<file path="src/rtl/cv32e40x_pkg.sv">
// Shared types and constants for the cv32e40x load-store path.
// Holds the OBI data request layout, the memtype bit meanings and the
// posted-write buffer depth limit.
package cv32e40x_pkg;

    // memtype[0]: transfer may be posted (bufferable)
    // memtype[1]: transfer targets cacheable memory
    localparam int unsigned MEMTYPE_BUFFERABLE_BIT = 0;
    localparam int unsigned MEMTYPE_CACHEABLE_BIT  = 1;

    localparam logic [1:0] MEMTYPE_NONBUF_NONCACHE = 2'b00;
    localparam logic [1:0] MEMTYPE_BUF_NONCACHE    = 2'b01;
    localparam logic [1:0] MEMTYPE_NONBUF_CACHE    = 2'b10;
    localparam logic [1:0] MEMTYPE_BUF_CACHE       = 2'b11;

    // Largest legal depth for the multi-entry posted-write buffer.
    localparam int unsigned WBUF_DEPTH_MAX = 8;

    // OBI data-side request as produced by the load-store unit.
    typedef struct packed {
        logic [31:0] addr;
        logic [5:0]  atop;
        logic [3:0]  be;
        logic [31:0] wdata;
        logic        we;
        logic [1:0]  memtype;
        logic [2:0]  prot;
        logic        dbg;
    } obi_data_req_t;

    // A transfer can be posted only if it is a write to bufferable memory.
    function automatic logic is_bufferable(input obi_data_req_t req);
        return req.memtype[MEMTYPE_BUFFERABLE_BIT] & req.we;
    endfunction

endpackage

</file>
<file path="src/rtl/cv32e40x_write_buffer_fifo.sv">
// Multi-entry posted-write buffer between the LSU and the OBI data port.
// Bufferable writes are queued in a circular FIFO; anything else waits
// upstream until the FIFO has drained, so downstream order always matches
// upstream acceptance order. An empty FIFO passes transfers straight through.
module cv32e40x_write_buffer_fifo
    import cv32e40x_pkg::*;
#(
    parameter  int unsigned DEPTH = 2,
    localparam int unsigned CNT_W = $clog2(DEPTH + 1)
) (
    input  logic             clk,
    input  logic             rst_n,

    input  logic             valid_i,
    input  obi_data_req_t    trans_i,
    output logic             ready_o,

    output logic             valid_o,
    output obi_data_req_t    trans_o,
    input  logic             ready_i,

    output logic             empty_o,
    output logic [CNT_W-1:0] count_o
);

    localparam int unsigned      PTR_W     = (DEPTH > 1) ? $clog2(DEPTH) : 1;
    localparam logic [CNT_W-1:0] DEPTH_CNT = CNT_W'(DEPTH);
    localparam logic [PTR_W-1:0] PTR_LAST  = PTR_W'(DEPTH - 1);

    if ((DEPTH < 1) || (DEPTH > WBUF_DEPTH_MAX)) begin : gen_depth_illegal
        $error("cv32e40x_write_buffer_fifo: DEPTH must be in 1..%0d", WBUF_DEPTH_MAX);
    end

    logic [CNT_W-1:0] count_q, count_d;
    logic [PTR_W-1:0] rd_ptr_q, rd_ptr_d;
    logic [PTR_W-1:0] wr_ptr_q, wr_ptr_d;
    obi_data_req_t    mem_q [DEPTH];

    logic bufferable;
    logic empty;
    logic full;
    logic push;
    logic pop;

    assign bufferable = is_bufferable(trans_i);
    assign empty      = (count_q == '0);
    assign full       = (count_q == DEPTH_CNT);

    // The head leaves whenever downstream accepts it. An empty FIFO with a
    // ready downstream bypasses, so a write is stored only when it cannot
    // leave in the same cycle or when older entries are still queued.
    assign pop  = !empty && ready_i;
    assign push = valid_i && bufferable && (empty ? !ready_i : (!full || ready_i));

    // Upstream handshake and downstream presentation; the head of the FIFO
    // takes precedence over the live request to preserve ordering.
    assign ready_o = empty ? (bufferable || ready_i) : (bufferable && (!full || ready_i));
    assign valid_o = !empty || valid_i;
    assign trans_o = empty ? trans_i : mem_q[rd_ptr_q];
    assign empty_o = empty;
    assign count_o = count_q;

    // Next-state for pointers and occupancy; pointers wrap by compare so any
    // depth works, not only powers of two.
    always_comb begin
        // NOTE: every variable gets a default before any branch, so no path
        // leaves it unassigned and no latch is inferred.
        count_d  = count_q;
        rd_ptr_d = rd_ptr_q;
        wr_ptr_d = wr_ptr_q;

        if (pop) begin
            rd_ptr_d = (rd_ptr_q == PTR_LAST) ? '0 : rd_ptr_q + 1'b1;
        end

        if (push) begin
            wr_ptr_d = (wr_ptr_q == PTR_LAST) ? '0 : wr_ptr_q + 1'b1;
        end

        unique case ({push, pop})
            2'b10:   count_d = count_q + 1'b1;
            2'b01:   count_d = count_q - 1'b1;
            default: count_d = count_q;
        endcase
    end

    // Control state register with synchronous reset; reset drops all entries.
    always_ff @(posedge clk) begin
        // NOTE: sequential state uses non-blocking assignments so every
        // register samples the pre-edge values of its inputs.
        if (!rst_n) begin
            count_q  <= '0;
            rd_ptr_q <= '0;
            wr_ptr_q <= '0;
        end else begin
            count_q  <= count_d;
            rd_ptr_q <= rd_ptr_d;
            wr_ptr_q <= wr_ptr_d;
        end
    end

    // Entry storage, written at the write pointer on every push.
    always_ff @(posedge clk) begin
        // NOTE: the storage array has no reset; entries are only read while
        // count_q marks them valid, so their power-up contents never matter.
        if (push) begin
            mem_q[wr_ptr_q] <= trans_i;
        end
    end

    // Protocol and structural invariants.
    a_no_push_when_full: assert property (@(posedge clk) disable iff (!rst_n)
        !(push && full && !ready_i));

    a_no_pop_when_empty: assert property (@(posedge clk) disable iff (!rst_n)
        !(pop && empty));

    a_valid_while_occupied: assert property (@(posedge clk) disable iff (!rst_n)
        !empty |-> valid_o);

    a_trans_stable_until_ready: assert property (@(posedge clk) disable iff (!rst_n)
        (valid_o && !ready_i) |=> $stable(trans_o));

endmodule

</file>
<file path="config.mk">
export PLATFORM = sky130hd
export DESIGN_NAME = cv32e40x_write_buffer_fifo
export DESIGN_NICKNAME = d
export VERILOG_FILES = /design/src/rtl/cv32e40x_pkg.sv /design/src/rtl/cv32e40x_write_buffer_fifo.sv
export SDC_FILE = /design/constraint.sdc
export NUM_CORES = 1
export LEC_CHECK = 0
export ABC_AREA = 1
export BUFFER_PORTS_ARGS = -buffer_cell sky130_fd_sc_hd__buf_2
export CORE_MARGIN = 5
export CORE_UTILIZATION = 48
export CTS_BUF_LIST = sky130_fd_sc_hd__clkbuf_16
export CTS_CLUSTER_DIAMETER = 50
export DETAILED_ROUTE_END_ITERATION = 8
export PLACE_DENSITY = 0.76
export SYNTH_ARGS = -nofsm -noshare
export SYNTH_HDL_FRONTEND = slang
export SYNTH_SLANG_ARGS = --single-unit
export TNS_END_PERCENT = 50
</file>
<file path="constraint.sdc">
create_clock -name clk -period 4.9 [get_ports clk]
set_clock_uncertainty 0.1 [all_clocks]
set_input_delay 0 -clock clk [delete_from_list [all_inputs] [get_ports clk]]
set_output_delay 0 -clock clk [all_outputs]
set_load 0.005 [all_outputs]
</file>
==> summary.md, run 1 <==
| Metric | Value |
|---|---|
| Outcome | `complete, no violations` |
| Syn_nets | `approximately 730` |
| Vias per inst | `approximately 4.7` |
| First-pass GRT wire length | `between 20000 and 25000 µm` |
| Final worst slack | `2.14 ns` |
| Hold-fix buffers, CTS | `84` |
| Critical Path RT | `around 4.8 ns` |
| Share of power burned in registers | `44.8%` |
| Max incr delay on CP | `around 0.75 ns` |
| Maxcap violations | `0` |
| # setup viols final | `0` |
| Critical path cell sequence | `nor2_4, buf_4, buf_4, o21ai_0, buf_2` |
| CTS sink count | `roughly 170` |
| Initial DRC Count | `332` |
| CP delay by family, top | `buffers and inverters` |
| Internal | `about 2.8 mW` |
| Mean Syn Cell Area | `~11 µm²` |
| Clock buffer depth | `2` |
| Fill count | `approximately 1100` |
| Avg WL per Cell | `roughly 14 µm` |
| Pwr Total | `3.62 mW` |
| Cell Area, Synth | `7060 µm²` |
| Final setup TNS | `0 ns` |
| Worst-Skew Late Latency | `roughly 0.41 ns` |
| Setup crit start kind | `flip-flop` |
| Yosys reg bits | `~170` |
| Synth cell types | `18` |
| Pin count of the biggest net entering global routing | `104` |
| Leakage power | `3.96 nW` |
| Clock period minus worst slack | `about 2.8 ns` |
| Postcts setup bufs | `0` |
| Antenna viol nets, final | `0` |
| H-tree Lvls | `4` |
| Hold Path Class | `in2reg` |
| RSZ-0062 raised after global routing | `false` |
| Layout cell share with drive strength beyond 1 | `between 20% and 30%` |
| # DRC | `0` |
| CTS tree | `yes` |
| Clock transition at path regs | `0.07 ns` |
| Layout Nets | `~1000` |
| WP buf/inv | `3` |
| Worst R2R Setup Slack | `2.34 ns` |
| Slowest-stage cell, CP | `buf_4` |
| I/O pin count | `171` |
| Die width | `131 µm` |
| PortBufs | `170` |
| Standard-cell rows | `44` |
| Initial Util | `between 40 and 50%` |
| Syn-to-layout area delta | `34.9%` |
| Psw | `between 0.8 and 0.9 mW` |
| DIE AREA | `roughly 17000 µm²` |
| Yosys Warn Count | `0` |
| Seq/Total Area, Yosys | `between 70% and 80%` |
| Max Fclk | `around 360 MHz` |
| Final hold violation count | `0` |
| Synth Instances | `643` |
| CTS root buf | `clkbuf_16` |
| Worst Path Arrival | `2.66 ns` |
| Final wirelength | `15000 µm` |
| Worst vdd ir | `~200 µV` |
| Core Region | `~14000 µm²` |
| Vias in the first global route | `4934` |
| Post-DP HPWL | `about 8600 µm` |
| Combinational power share | `roughly 14%` |
| Initial antenna violation count | `2` |
| Power per Cell Area | `approximately 380 nW/µm²` |
| Fraction of the cycle the final worst path needs | `between 50 and 60%` |
| Total GRT Usage | `approximately 17%` |
| Critical path class | `reg2out` |
| CP endpoint kind | `output pin` |
| Gpl congestion | `around 0.80` |
| Sw frac | `between 20 and 25%` |
| DRT Pass-1 Iters | `5` |
| Most frequent cell on the critical path | `buf_4` |
| Max Slew Vio Count | `0` |
| Clock share of power | `between 40% and 50%` |
| Gr ovfl total | `0` |
| Die H | `between 100 and 150 µm` |
| Routed via count | `5104` |
| PostCTS Resize Cnt | `0` |
| Tightest Pin Transition | `roughly 1 ns` |
| Hold slack | `roughly 0.073 ns` |
| Max FO, Critical Path | `96` |
| Slew HR | `32.5%` |
| Setup WS pre-CTS | `2.34 ns` |
| TritonCTS buffer count | `17` |
## final cells by class
class | count | area (µm²) | area share [%]
repair buffers | 259 | 1740 | 18.3
clock inverters | 13 | 253 | 2.66
well taps | 184 | 230 | 2.42
flip-flops and latches | 167 | 4970 | 52.2
inverters | 88 | 332 | 3.48
clock buffers | 17 | 425 | 4.47
diodes | 2 | 5.00 | 0.0526
multi-input cells | 352 | 1560 | 16.4
## worst paths after layout
path,start,to,depth (start not counted)
min reg2reg,rd_ptr_q,rd_ptr_q,1
max reg2reg,count_o[0],mem_q[1][48],5
max,count_o[1],trans_o[3],5
min,valid_i,wr_ptr_q,7
## logic make-up after synthesis
kind of cell               synth area share [%]
buffers and inverters                      7.68
adders and majority gates                 0.177
and+or+nand+nor                            9.96
DFF                                        70.3
AOI/OAI and AO/OA                          11.8
## worst reg2reg max path, stage by stage, from the launching register on
cell and delay [ns]:
dfxtp_1 0.37, inv_1 0.13, nand3_1 0.14, nand4_1 0.15
clkinv_2 0.79, buf_4 0.59
## power groups by stage
stage | Combinational [mW] | Sequential [mW] | Clock [mW]
2_1_floorplan | 0.265 | 1.63 | 0
3_3_place_gp | 0.429 | 1.65 | 0
3_5_place_dp | 0.436 | 1.65 | 0
4_1_cts | 0.488 | 1.62 | 1.54
5_1_grt | 0.550 | 1.63 | 1.61
6_report | 0.491 | 1.62 | 1.51
## Yosys cell counts
cell type	n	area, µm²
a21oi_1	3	15.0
buf_2	12	60.1
buf_4	2	15.0
buf_6	7	78.8
clkbuf_1	14	52.6
clkbuf_2	1	5.00
dfxtp_1	5	100
edfxtp_1	162	4860
ha_1	1	12.5
inv_1	88	330
nand2_1	171	642
nand3_1	3	15.0
nand4_1	1	6.26
nor2_1	6	22.5
nor2_2	2	12.5
nor3_1	1	5.00
o21ai_0	130	651
o21ai_1	34	170
## placed cells by master, fill, tap and decap left out, types with 2 or more instances in the layout
cell and count:
clkinv_4 2, diode_2 2, nand2_1 171, a21oi_1 3, bufinv_16 7, o21ai_1 34
clkbuf_16 17, nand3_1 3, clkinv_2 2, inv_1 87, edfxtp_1 162, buf_2 170
o21ai_0 130, dfxtp_1 4, dlygate4sd3_1 84, nor2_4 2, nor2_1 5, buf_4 4
## through the flow
stage | cells | cell area (µm²) | utilization [%]
final | 1082 | 9520 | 65.7
after global routing | 1082 | 9520 | 65.7
after CTS | 1080 | 9510 | 65.7
after detailed placement | 966 | 8000 | 55.2
after global placement | 966 | 8000 | 55.2
after floorplan | 643 | 7060 | -
## sequential cells by signal, summed over array words and instances, names as in the netlist, named ones only
signal,count
mem_q,162
rd_ptr_q,1
wr_ptr_q,1
count_o,2
## routing by layer
metal,up-vias,routed length [µm],GRT usage [%]
met5,-,0,0
met4,0,396,8.11
met3,32,836,4.36
met2,167,7690,30.1
met1,2257,6060,20.2
li1,2648,-,-
(Power assumes the default switching activity.)
==> inputs of run 2 (changes only) <==
Settings changed: ABC_AREA 1 to 0, CORE_UTILIZATION 48 to 53, PLACE_DENSITY 0.76 to 0.8.
Clock period 4.9 ns to 2.6 ns, I/O delays scaled along.
==> summary.md, run 2 <==
| Metric | Value |
|---|---|
| DRT Pass-1 Iters | `5 (unchanged)` |
| Tightest Pin Transition | `0.739 ns (was 1.01 ns)` |
| Leading cell type in the layout, fill and taps excluded | `buf_2 (was nand2_1)` |
| Avg WL per Cell | `17.2 µm (was 13.9 µm)` |
| ANT cells | `0 (was 2)` |
| Post-Layout Cell Count | `902 (was 1082)` |
| Final hold violation count | `0 (unchanged)` |
| Number of flip-flops in the largest register | `162 (unchanged)` |
| Critical Path RT | `2.50 ns (was 4.80 ns)` |
| PortBufs | `170 (unchanged)` |
| Antenna viol nets, final | `0 (unchanged)` |
| Slew HR | `50.7% (was 32.5%)` |
| Layout Nets | `803 (was 971)` |
| Clock buffer depth | `2 (unchanged)` |
| Most frequent cells in the layout | `buf_2 (170), edfxtp_1 (162), dlygate4sd3_1 (83), mux2i_1 (82), nand2_1 (82) (was nand2_1 (171), buf_2 (170), edfxtp_1 (162), o21ai_0 (130), inv_1 (87))` |
| Standard-cell rows | `41 (was 44)` |
| Crit path depth | `4 (was 5)` |
| Synth area leaders | `edfxtp_1 (71%), mux2i_1 (12%), o21ai_0 (5.7%) (was edfxtp_1 (69%), o21ai_0 (9.2%), nand2_1 (9.1%))` |
| Placed Area | `7870 µm² (was 8000 µm²)` |
| Mean Syn Cell Area | `14.7 µm² (was 11.0 µm²)` |
| Pwr Total | `6.48 mW (was 3.62 mW)` |
| Die width | `123 µm (was 131 µm)` |
| Layout cell share with drive strength beyond 1 | `28.8% (was 23.3%)` |
| CTS root buf | `clkbuf_16 (unchanged)` |
| Gpl congestion | `0.747 (was 0.797)` |
| Vias per inst | `5.14 (was 4.72)` |
| Post-synth top cells | `edfxtp_1 (162), mux2i_1 (82), nand2_1 (82) (was nand2_1 (171), edfxtp_1 (162), o21ai_0 (130))` |
| WP buf/inv | `2 (was 3)` |
| Hold endpoint | `rd_ptr_q (was wr_ptr_q)` |
| Max incr delay on CP | `0.59 ns (was 0.75 ns)` |
| Worst R2R Setup Slack | `0.59 ns (was 2.34 ns)` |
| CP endpoint kind | `output pin (unchanged)` |
| Worst Path Arrival | `2.07 ns (was 2.66 ns)` |
| Die H | `123 µm (was 131 µm)` |
| Syn_nets | `549 (was 729)` |
| PostCTS Resize Cnt | `0 (unchanged)` |
| Fin area | `9240 µm² (was 9520 µm²)` |
| Yosys Warn Count | `0 (unchanged)` |
| RSZ-0062 raised after global routing | `false (unchanged)` |
| Post-DP HPWL | `9280 µm (was 8630 µm)` |
| Ys flop type | `edfxtp_1 (unchanged)` |
| Worst vdd ir | `390 µV (was 203 µV)` |
| Yosys reg bits | `167 (unchanged)` |
| Clock period minus worst slack | `2.17 ns` |
| Initial antenna violation count | `0 (was 2)` |
| Seq. cell area | `4970 µm² (unchanged)` |
| H-tree Lvls | `4 (unchanged)` |
| Leakage power | `3.48 nW (was 3.96 nW)` |
| Syn-to-layout area delta | `35.4% (was 34.9%)` |
| Largest register by flop count | `mem_q (unchanged)` |
| CTS sink count | `167 (unchanged)` |
| Post-synth EDFFs | `162 (unchanged)` |
| Reg2reg end | `count_o[1] (was mem_q[1][48])` |
| I/O pin count | `171 (unchanged)` |
| Most numerous cell in the Yosys netlist | `edfxtp_1 (was nand2_1)` |
| Final setup TNS | `0 ns (unchanged)` |
| Final core utilization | `73.2% (was 65.7%)` |
| CP delay by family, top | `buffers and inverters (unchanged)` |
| Synth cell types | `25 (was 18)` |
| Synth Instances | `463 (was 643)` |
| Initial DRC Count | `363 (was 332)` |
| Setup WS pre-CTS | `0.584 ns (was 2.34 ns)` |
| Critical path class | `reg2out (unchanged)` |
| TritonCTS buffer count | `17 (unchanged)` |
| Max FO, Critical Path | `88 (was 96)` |
| Synth top area share | `71.3% (was 68.9%)` |
| Slowest-stage cell, CP | `buf_4 (unchanged)` |
| Routed via count | `4640 (was 5104)` |
| Clock transition at path regs | `0.06 ns (was 0.07 ns)` |
| DIE AREA | `15200 µm² (was 17200 µm²)` |
| Hold slack | `0.0244 ns (was 0.0735 ns)` |
| Fill count | `795 (was 1060)` |
| Hold path depth | `4 (was 7)` |
| Worst r2r path cells | `6 (was 5)` |
| Cell Area, Synth | `6820 µm² (was 7060 µm²)` |
| First-pass GRT wire length | `24100 µm (about the same)` |
| Initial Util | `54.0% (was 48.7%)` |
| Post-synth top area cell | `edfxtp_1 (unchanged)` |
| HP Start | `ready_i (was valid_i)` |
| Reg2reg start | `count_o[1] (was count_o[0])` |
| Outcome | `complete, no violations (unchanged)` |
| FFs w/ async S/R, synth | `0% (unchanged)` |
| Gr ovfl total | `0 (unchanged)` |
| Placed insts | `787 (was 966)` |
| Seq/Total Area, Yosys | `72.8% (was 70.3%)` |
| Worst-Skew Late Latency | `0.41 ns (about the same)` |
| Fraction of the cycle the final worst path needs | `83.5%` |
| # DRC | `0 (unchanged)` |
| Max Slew Vio Count | `0 (unchanged)` |
| Power per Cell Area | `702 nW/µm² (was 381 nW/µm²)` |
| # setup viols final | `0 (unchanged)` |
| Hold Path Class | `in2reg (unchanged)` |
| CTS tree | `yes (unchanged)` |
| Setup crit start kind | `flip-flop (unchanged)` |
| Final wirelength | `15600 µm (was 15000 µm)` |
| Multi-input gate area | `1700 µm² (was 1560 µm²)` |
| Max Fclk | `461 MHz` |
| Pin count of the biggest net entering global routing | `89 (was 104)` |
| Critical path cell sequence | `nor2_4, buf_4, o21ai_0, buf_2 (was nor2_4, buf_4, buf_4, o21ai_0, buf_2)` |
| Final worst slack | `0.430 ns (was 2.14 ns)` |
| Vias in the first global route | `4659 (was 4934)` |
| Core Region | `12600 µm² (was 14500 µm²)` |
| Total GRT Usage | `21.0% (was 17.3%)` |
| Maxcap violations | `0 (unchanged)` |
[run 2: cells by family (layout without fill, tap and decap cells)]
family	Yosys count	after routing	share of synthesized area [%]
AO/OA/AOI/OAI	88	88	6.68
XOR/XNOR	4	4	0.514
adder cells (fa/ha/maj)	1	1	0.183
buffers and inverters	30	297	2.37
flip-flops	167	167	72.8
multiplexers	82	82	12.0
AND/OR/NAND/NOR	91	91	5.41
[run 2: final cells by class]
| type | count | share of cell area (%) |
|---|---|---|
| sequential | 167 | 53.8 |
| timing repair buffer | 262 | 19.5 |
| multi-input combinational | 266 | 18.4 |
| clock buffer | 17 | 4.61 |
| tap | 172 | 2.33 |
| clock inverter | 15 | 1.23 |
| inverter | 3 | 0.122 |
[run 2: how the worst max path moves through the flow]
stage,startpoint,to
floorplan,count_o[1],mem_q[0][0]
finish,count_o[0],trans_o[42]
global placement,count_o[1],mem_q[0][50]
global route,count_o[0],trans_o[42]
CTS,count_o[0],trans_o[42]
detailed placement,count_o[1],count_o[1]
[run 2: report_power, final]
| group | switching [mW] | internal [mW] |
|---|---|---|
| clock | 0.981 | 1.30 |
| sequential | 0.0456 | 3.01 |
| combinational | 0.615 | 0.532 |
[run 2: repair_timing]
action	CTS	global route
buffers inserted	0	0
endpoints found under the hold margin	167	0
hold buffers	83	0
[run 2: worst register-to-register path, stage by stage (launching register included)]
cell and delay (ns):
dfxtp_1 0.48, xnor2_1 0.16, o2111a_2 0.24, inv_1 0.09, ha_1 0.35, or3_1 0.35, a21boi_0 0.17
[run 2: metal layers]
layer,part of all wire [%],vias to the layer above,GRT usage (%)
li1,-,2233,-
met1,39,2229,24.9
met2,54,166,37.6
met3,5.7,12,5.17
met4,1.1,0,6.30
met5,0,-,0
